==> src/rtl/bts_pkg.sv <==
// rtl/bts_pkg.sv - shared constants, mode clamp and symbol entry type for byte_to_symbol_buf
// Optional feature macro: BTS_SYNC_MARK_EN (adds the sync flag to sym_t users)
package bts_pkg;

    localparam int BTS_MIN_M = 2;
    localparam int BTS_MAX_M = 8;

    // One FIFO entry at the default symbol width: payload plus sync flag.
    typedef struct packed {
        logic                 sync;
        logic [BTS_MAX_M-1:0] data;
    } sym_t;

    // Bring an out-of-range bits-per-symbol request back into 2..max_m.
    function automatic logic [3:0] clamp_mode(input logic [3:0] mode, input int max_m);
        if (int'(mode) < BTS_MIN_M) begin
            return 4'(BTS_MIN_M);
        end
        if (int'(mode) > max_m) begin
            return 4'(max_m);
        end
        return mode;
    endfunction

endpackage

==> src/rtl/bts_sym_fifo.sv <==
// rtl/bts_sym_fifo.sv - DEPTH-entry synchronous symbol FIFO with occupancy output
// Ports:
//   iClk, iClrn      clock, asynchronous active-low reset
//   iWrEn, iWrData   write strobe and entry (ignored while full)
//   iRdEn            pop strobe (ignored while empty)
//   oRdData          head entry, read combinationally from registered storage
//   oFull            level == DEPTH
//   oLevel           number of stored entries
module bts_sym_fifo #(
    parameter int W     = 8,
    parameter int DEPTH = 4
) (
    input  logic                       iClk,
    input  logic                       iClrn,
    input  logic                       iWrEn,
    input  logic [W-1:0]               iWrData,
    input  logic                       iRdEn,
    output logic [W-1:0]               oRdData,
    output logic                       oFull,
    output logic [$clog2(DEPTH):0]     oLevel
);

    localparam int PTR_W = $clog2(DEPTH);
    localparam int LVL_W = $clog2(DEPTH) + 1;

    logic [W-1:0]     mem_q [DEPTH];
    logic [W-1:0]     mem_d [DEPTH];
    logic [PTR_W-1:0] wr_ptr_q, wr_ptr_d;
    logic [PTR_W-1:0] rd_ptr_q, rd_ptr_d;
    logic [LVL_W-1:0] level_q, level_d;
    logic             wr_ok, rd_ok;

    always_comb begin
        oFull   = (level_q == LVL_W'(DEPTH));
        oLevel  = level_q;
        oRdData = mem_q[rd_ptr_q];

        wr_ok = iWrEn && !oFull;
        rd_ok = iRdEn && (level_q != '0);

        mem_d    = mem_q;
        wr_ptr_d = wr_ptr_q;
        rd_ptr_d = rd_ptr_q;
        level_d  = level_q;

        if (wr_ok) begin
            mem_d[wr_ptr_q] = iWrData;
            wr_ptr_d        = wr_ptr_q + PTR_W'(1);
        end
        if (rd_ok) begin
            rd_ptr_d = rd_ptr_q + PTR_W'(1);
        end
        // Pointers wrap naturally because DEPTH is a power of two.
        case ({wr_ok, rd_ok})
            2'b10:   level_d = level_q + LVL_W'(1);
            2'b01:   level_d = level_q - LVL_W'(1);
            default: level_d = level_q;
        endcase
    end

    always_ff @(posedge iClk or negedge iClrn) begin
        if (!iClrn) begin
            for (int i = 0; i < DEPTH; i++) begin
                mem_q[i] <= '0;
            end
            wr_ptr_q <= '0;
            rd_ptr_q <= '0;
            level_q  <= '0;
        end else begin
            mem_q    <= mem_d;
            wr_ptr_q <= wr_ptr_d;
            rd_ptr_q <= rd_ptr_d;
            level_q  <= level_d;
        end
    end

endmodule

==> src/rtl/byte_to_symbol_buf.sv <==
// rtl/byte_to_symbol_buf.sv - MPEG-TS byte to MSB-first QAM symbol converter with output FIFO
// Optional feature macro: BTS_SYNC_MARK_EN (flags the symbol holding the MSB of a sync byte)
// Ports:
//   iClk, iClrn              clock, asynchronous active-low reset
//   iMode                    bits per symbol request (clamped to 2..MAX_M, latched when empty)
//   iValid, iData, iPSync    input byte handshake, byte, packet-start marker
//   oReady                   a byte can be accepted this cycle
//   oValid, iReady           output symbol handshake
//   oData                    right-aligned symbol, upper bits zero
//   oSync                    symbol carries the first bit of a sync byte
//   oLevel                   FIFO occupancy
module byte_to_symbol_buf
    import bts_pkg::*;
#(
    parameter int MAX_M = 8,
    parameter int DEPTH = 4,
    parameter int ACC_W = MAX_M + 7
) (
    input  logic                       iClk,
    input  logic                       iClrn,
    input  logic [3:0]                 iMode,
    input  logic                       iValid,
    input  logic [7:0]                 iData,
    input  logic                       iPSync,
    output logic                       oReady,
    output logic                       oValid,
    input  logic                       iReady,
    output logic [MAX_M-1:0]           oData,
    output logic                       oSync,
    output logic [$clog2(DEPTH):0]     oLevel
);

    localparam int CNT_W = $clog2(ACC_W + 1);
`ifdef BTS_SYNC_MARK_EN
    localparam int ENT_W = MAX_M + 1;
`else
    localparam int ENT_W = MAX_M;
`endif

    // Valid bits are kept left-aligned in acc_q: the oldest bit is acc_q[ACC_W-1].
    logic [ACC_W-1:0] acc_q, acc_d;
    logic [CNT_W-1:0] cnt_q, cnt_d;
    logic [3:0]       mode_q, mode_d;

    logic [ACC_W-1:0] acc_mid;
    logic [CNT_W-1:0] cnt_mid;
    logic [ACC_W-1:0] byte_ext;
    logic [MAX_M-1:0] sym;
    logic             accept;
    logic             extract;
    logic             fifo_full;
    logic [ENT_W-1:0] wr_entry;
    logic [ENT_W-1:0] rd_entry;
    logic             rd_en;

    always_comb begin
        // Readiness looks only at the current count, not at a same-cycle extract.
        oReady  = (int'(cnt_q) + 8 <= ACC_W);
        accept  = iValid && oReady;
        extract = (int'(cnt_q) >= int'(mode_q)) && !fifo_full;

        sym = acc_q[ACC_W-1 -: MAX_M] >> (MAX_M - int'(mode_q));

        // Extract first, then append the new byte right below whatever remains.
        acc_mid  = extract ? (acc_q << mode_q) : acc_q;
        cnt_mid  = extract ? (cnt_q - CNT_W'(mode_q)) : cnt_q;
        byte_ext = {{(ACC_W-8){1'b0}}, iData};

        acc_d  = acc_mid;
        cnt_d  = cnt_mid;
        mode_d = mode_q;
        if (accept) begin
            acc_d = acc_mid | (byte_ext << (ACC_W - 8 - int'(cnt_mid)));
            cnt_d = cnt_mid + CNT_W'(8);
            // Width changes only take effect on a symbol boundary of an empty accumulator.
            if (cnt_q == '0) begin
                mode_d = clamp_mode(iMode, MAX_M);
            end
        end
    end

    always_ff @(posedge iClk or negedge iClrn) begin
        if (!iClrn) begin
            acc_q  <= '0;
            cnt_q  <= '0;
            mode_q <= 4'(MAX_M);
        end else begin
            acc_q  <= acc_d;
            cnt_q  <= cnt_d;
            mode_q <= mode_d;
        end
    end

`ifdef BTS_SYNC_MARK_EN
    // sync_pos_q: offset of the pending sync MSB from the top of the accumulator.
    logic             sync_pend_q, sync_pend_d;
    logic [CNT_W-1:0] sync_pos_q, sync_pos_d;
    logic             sync_hit;

    always_comb begin
        sync_hit    = extract && sync_pend_q && (int'(sync_pos_q) < int'(mode_q));
        sync_pend_d = sync_pend_q;
        sync_pos_d  = sync_pos_q;
        if (extract && sync_pend_q) begin
            if (sync_hit) begin
                sync_pend_d = 1'b0;
            end else begin
                sync_pos_d = sync_pos_q - CNT_W'(mode_q);
            end
        end
        // A newer sync byte replaces one that has not been emitted yet.
        if (accept && iPSync) begin
            sync_pend_d = 1'b1;
            sync_pos_d  = cnt_mid;
        end
        wr_entry = {sync_hit, sym};
        oSync    = rd_entry[MAX_M];
    end

    always_ff @(posedge iClk or negedge iClrn) begin
        if (!iClrn) begin
            sync_pend_q <= 1'b0;
            sync_pos_q  <= '0;
        end else begin
            sync_pend_q <= sync_pend_d;
            sync_pos_q  <= sync_pos_d;
        end
    end
`else
    logic unused_psync;

    always_comb begin
        unused_psync = iPSync;
        wr_entry     = sym;
        oSync        = 1'b0;
    end
`endif

    always_comb begin
        oValid = (oLevel != '0);
        rd_en  = oValid && iReady;
        oData  = rd_entry[MAX_M-1:0];
    end

    bts_sym_fifo #(
        .W     (ENT_W),
        .DEPTH (DEPTH)
    ) u_fifo (
        .iClk    (iClk),
        .iClrn   (iClrn),
        .iWrEn   (extract),
        .iWrData (wr_entry),
        .iRdEn   (rd_en),
        .oRdData (rd_entry),
        .oFull   (fifo_full),
        .oLevel  (oLevel)
    );

endmodule
==> config.mk <==
export PLATFORM = sky130hd
export DESIGN_NAME = byte_to_symbol_buf
export DESIGN_NICKNAME = d
export VERILOG_FILES = /design/src/rtl/bts_pkg.sv /design/src/rtl/bts_sym_fifo.sv /design/src/rtl/byte_to_symbol_buf.sv
export SDC_FILE = /design/constraint.sdc
export NUM_CORES = 1
export LEC_CHECK = 0
export CORE_ASPECT_RATIO = 0.5
export CORE_MARGIN = 2
export CORE_UTILIZATION = 35
export DETAILED_ROUTE_END_ITERATION = 6
export GPL_ROUTABILITY_DRIVEN = 0
export PLACE_DENSITY_LB_ADDON = 0.05
export RECOVER_POWER = 25
export SKIP_LAST_GASP = 1
export SLEW_MARGIN = 20
export SYNTH_ARGS = -nofsm -noshare
export SYNTH_HDL_FRONTEND = slang
export SYNTH_HIERARCHICAL = 1
export SYNTH_SLANG_ARGS = --single-unit
==> constraint.sdc <==
create_clock -name iClk -period 4.08 [get_ports iClk]
set_clock_uncertainty 0.15 [all_clocks]
set_input_delay 0.612 -clock iClk [delete_from_list [all_inputs] [get_ports iClk]]
set_output_delay 0.612 -clock iClk [all_outputs]
set_load 0.02 [all_outputs]
==> impl_metrics.env <==
export IMPL_mappedNetlistNets=447
export IMPL_seq_area_frac_synth=0.356
export IMPL_placed_area_um2=4810
export IMPL_synth_seq_cells=62
export IMPL_slew_headroom=-0.242
export IMPL_yosys_area_share_simple=0.124
export IMPL_synth_top_family_by_area="multiplexers"
export IMPL_synth_top_area_frac=0.350
export IMPL_critPathMaxFanout=32
export IMPL_status="complete, but fails checks"
export IMPL_area_growth_pct=16.5
export IMPL_cts_resized=0
export IMPL_clock_latency_ps=330
export IMPL_antenna_found_initial=0
export IMPL_wl_per_cell_um=19.0
export IMPL_fin_tns_setup_ps=0
export IMPL_post_cts_setup_buffers=0
export IMPL_dieArea_um2=13400
export IMPL_synth_cell_types=78
export IMPL_io_pins=31
export IMPL_hold_viol=0
export IMPL_maxSlewViolCount=32
export IMPL_synth_top_area_cell="dfrtp_1"
export IMPL_layout_drive_gt1_share=0.246
export IMPL_start_util=0.364
export IMPL_synth_common_cells="dfrtp_1, mux2_2, nand2_1"
export IMPL_rows=28
export IMPL_fmax_ghz=0.296
export IMPL_dp_hpwl_um=8520
export IMPL_clk_pin_slew_ps=50
export IMPL_synth_compound_area_share=0.177
export IMPL_num_fill_cells=1162
export IMPL_cts_tree="yes"
export IMPL_core_um2=12000
export IMPL_start_kind="flip-flop"
export IMPL_vias=3475
export IMPL_synth_main_ff_cell="dfrtp_1"
export IMPL_post_route_drc_count=0
export IMPL_wirelength_um=11700
export IMPL_end_kind="flip-flop"
export IMPL_tightest_slew_ps=1860
export IMPL_cap_violations=1
export IMPL_violations="capacitance limit, slew limit"
export IMPL_hp_class="flip-flop to flip-flop"
export IMPL_clk_path_buf_depth=2
export IMPL_drt_pass1_iter_count=5
export IMPL_crit_arrival_ps=3470
export IMPL_cts_made_buffers=9
export IMPL_viasPerCell=5.63
export IMPL_async_reset_ff_frac=1.00
export IMPL_yosys_top_cells_area="dfrtp_1, mux2_2, mux2i_1"
export IMPL_fin_crit_sh=0.827
export IMPL_grt_overflow=0
export IMPL_ctsHoldBuffers=0
export IMPL_yosysMostFrequentCell="dfrtp_1"
export IMPL_synthMuxAreaShare=0.241
export IMPL_fin_crit_ps=3370
export IMPL_antennaDiodeCount=0
export IMPL_die_h_um=82.9
export IMPL_ant_nets=0
export IMPL_critPathKind="flip-flop to flip-flop"
export IMPL_grt_pass1_wl_um=19500
export IMPL_clock_sinks=62
export IMPL_grt_pass1_vias=3572
export IMPL_grt_setup_unrepaired="no"
export IMPL_dr_first_iter_drc_count=254
export IMPL_design_area_um2=5080
export IMPL_htree_num_levels=3
export IMPL_syn_inst=418
export IMPL_crit_required_ps=4180
export IMPL_portBuffers=28
export IMPL_multi_input_area_um2=2620
export IMPL_synth_area_um2=4360
export IMPL_synth_adder_area_share=0.0379
export IMPL_yosysWarningCount=6
export IMPL_track_usage=0.184
export IMPL_cts_root_buf="clkbuf_16"
export IMPL_seq_area_um2=1550
export IMPL_nets=476
export IMPL_synth_xor_area_frac=0.0201
export IMPL_avgSynthCellArea_um2=10.4
export IMPL_synth_edf_count=0
export IMPL_grt_max_degree=33
export IMPL_setup_viol=0
export IMPL_die_w_um=162
## metal layers
layer  routed length, µm  GRT usage
met3                 483     0.0355
met5                   0          0
met4                 166     0.0523
met1                5900      0.264
met2                5180      0.283
## cell families (layout without fill, tap and decap cells)
logic type	after synthesis	after routing
xor gates and xnor gates	10	10
muxes	84	84
other	1	1
DFF	62	62
and+or+nand+nor	105	105
adders and majority gates	12	12
buffers and inverters	38	72
AOI/OAI and AO/OA	106	106
## metrics by stage
step	cells	util	setup slack (ps)	hold slack, ps
2_1_floorplan	418	-	563	166
3_3_place_gp	601	0.402	780	334
3_5_place_dp	601	0.402	721	340
4_1_cts	617	0.424	691	229
5_1_grt	617	0.424	458	363
6_report	617	0.424	705	351
## layout make-up
class | count | share of cell area
multi-input combinational | 318 | 0.516
sequential | 62 | 0.306
timing repair buffer | 40 | 0.0712
clock buffer | 10 | 0.0451
tap | 165 | 0.0407
inverter | 16 | 0.0138
clock inverter | 6 | 0.00764
## final timing paths
| check | from | to | slack, ps | cells after the start |
|---|---|---|---|---|
| setup reg to reg | mode_q[1] | u_fifo/oLevel[2] | 710 | 12 |
| max in group asynchronous | iClrn | u_fifo/mem_q[23] | 1510 | 2 |
| hold / removal | u_fifo/mem_q[10] | u_fifo/mem_q[10] | 350 | 1 |
| min in group asynchronous | iClrn | acc_q[2] | 640 | 1 |
| hold reg to reg | u_fifo/mem_q[10] | u_fifo/mem_q[10] | 350 | 1 |
| setup / recovery | mode_q[1] | u_fifo/oLevel[2] | 710 | 12 |
## placed cells by master (no fill, tap or decap), types with 3 or more instances in the layout
master / netlist / final
and2_1: 3 / 3
o211ai_1: 7 / 7
nor4_1: 4 / 4
or3_1: 3 / 3
xor2_1: 4 / 4
o21ai_0: 23 / 23
mux2i_1: 28 / 28
buf_4: 1 / 11
clkinv_2: 0 / 3
dfrtp_1: 61 / 61
a32oi_1: 4 / 4
a211oi_1: 6 / 6
a21oi_1: 21 / 21
o221ai_1: 5 / 5
a211o_1: 3 / 3
nor3_1: 11 / 11
nand2_1: 34 / 34
inv_1: 11 / 11
nand2b_1: 5 / 5
a31oi_1: 6 / 6
clkbuf_16: 0 / 9
nor2_2: 4 / 4
mux2_2: 43 / 43
nand3_1: 5 / 5
ha_1: 10 / 10
nor2_1: 20 / 20
xnor2_1: 6 / 6
mux4_2: 12 / 12
clkdlybuf4s50_1: 0 / 27
## worst max-delay path, stage by stage, from the launching register on
cell	delay (ps)
dfrtp_1	770
inv_2	130
fa_1	490
a21oi_4	190
o22a_4	210
inv_8	90
or2b_2	220
ha_1	180
inv_1	60
fa_1	370
xor2_1	150
nor2_1	120
xor2_1	170
## flip-flops by register name, indices dropped and copies added, names as in the netlist
signal	cells
cnt_q	4
u_fifo/mem_q	32
mode_q	4
acc_q	15
u_fifo/wr_ptr_q	2
u_fifo/rd_ptr_q	2
u_fifo/oLevel	3
Power is left out: the tool's default activity adds up to more than one toggle a clock period on the data nets, which glitch-free logic cannot reach.
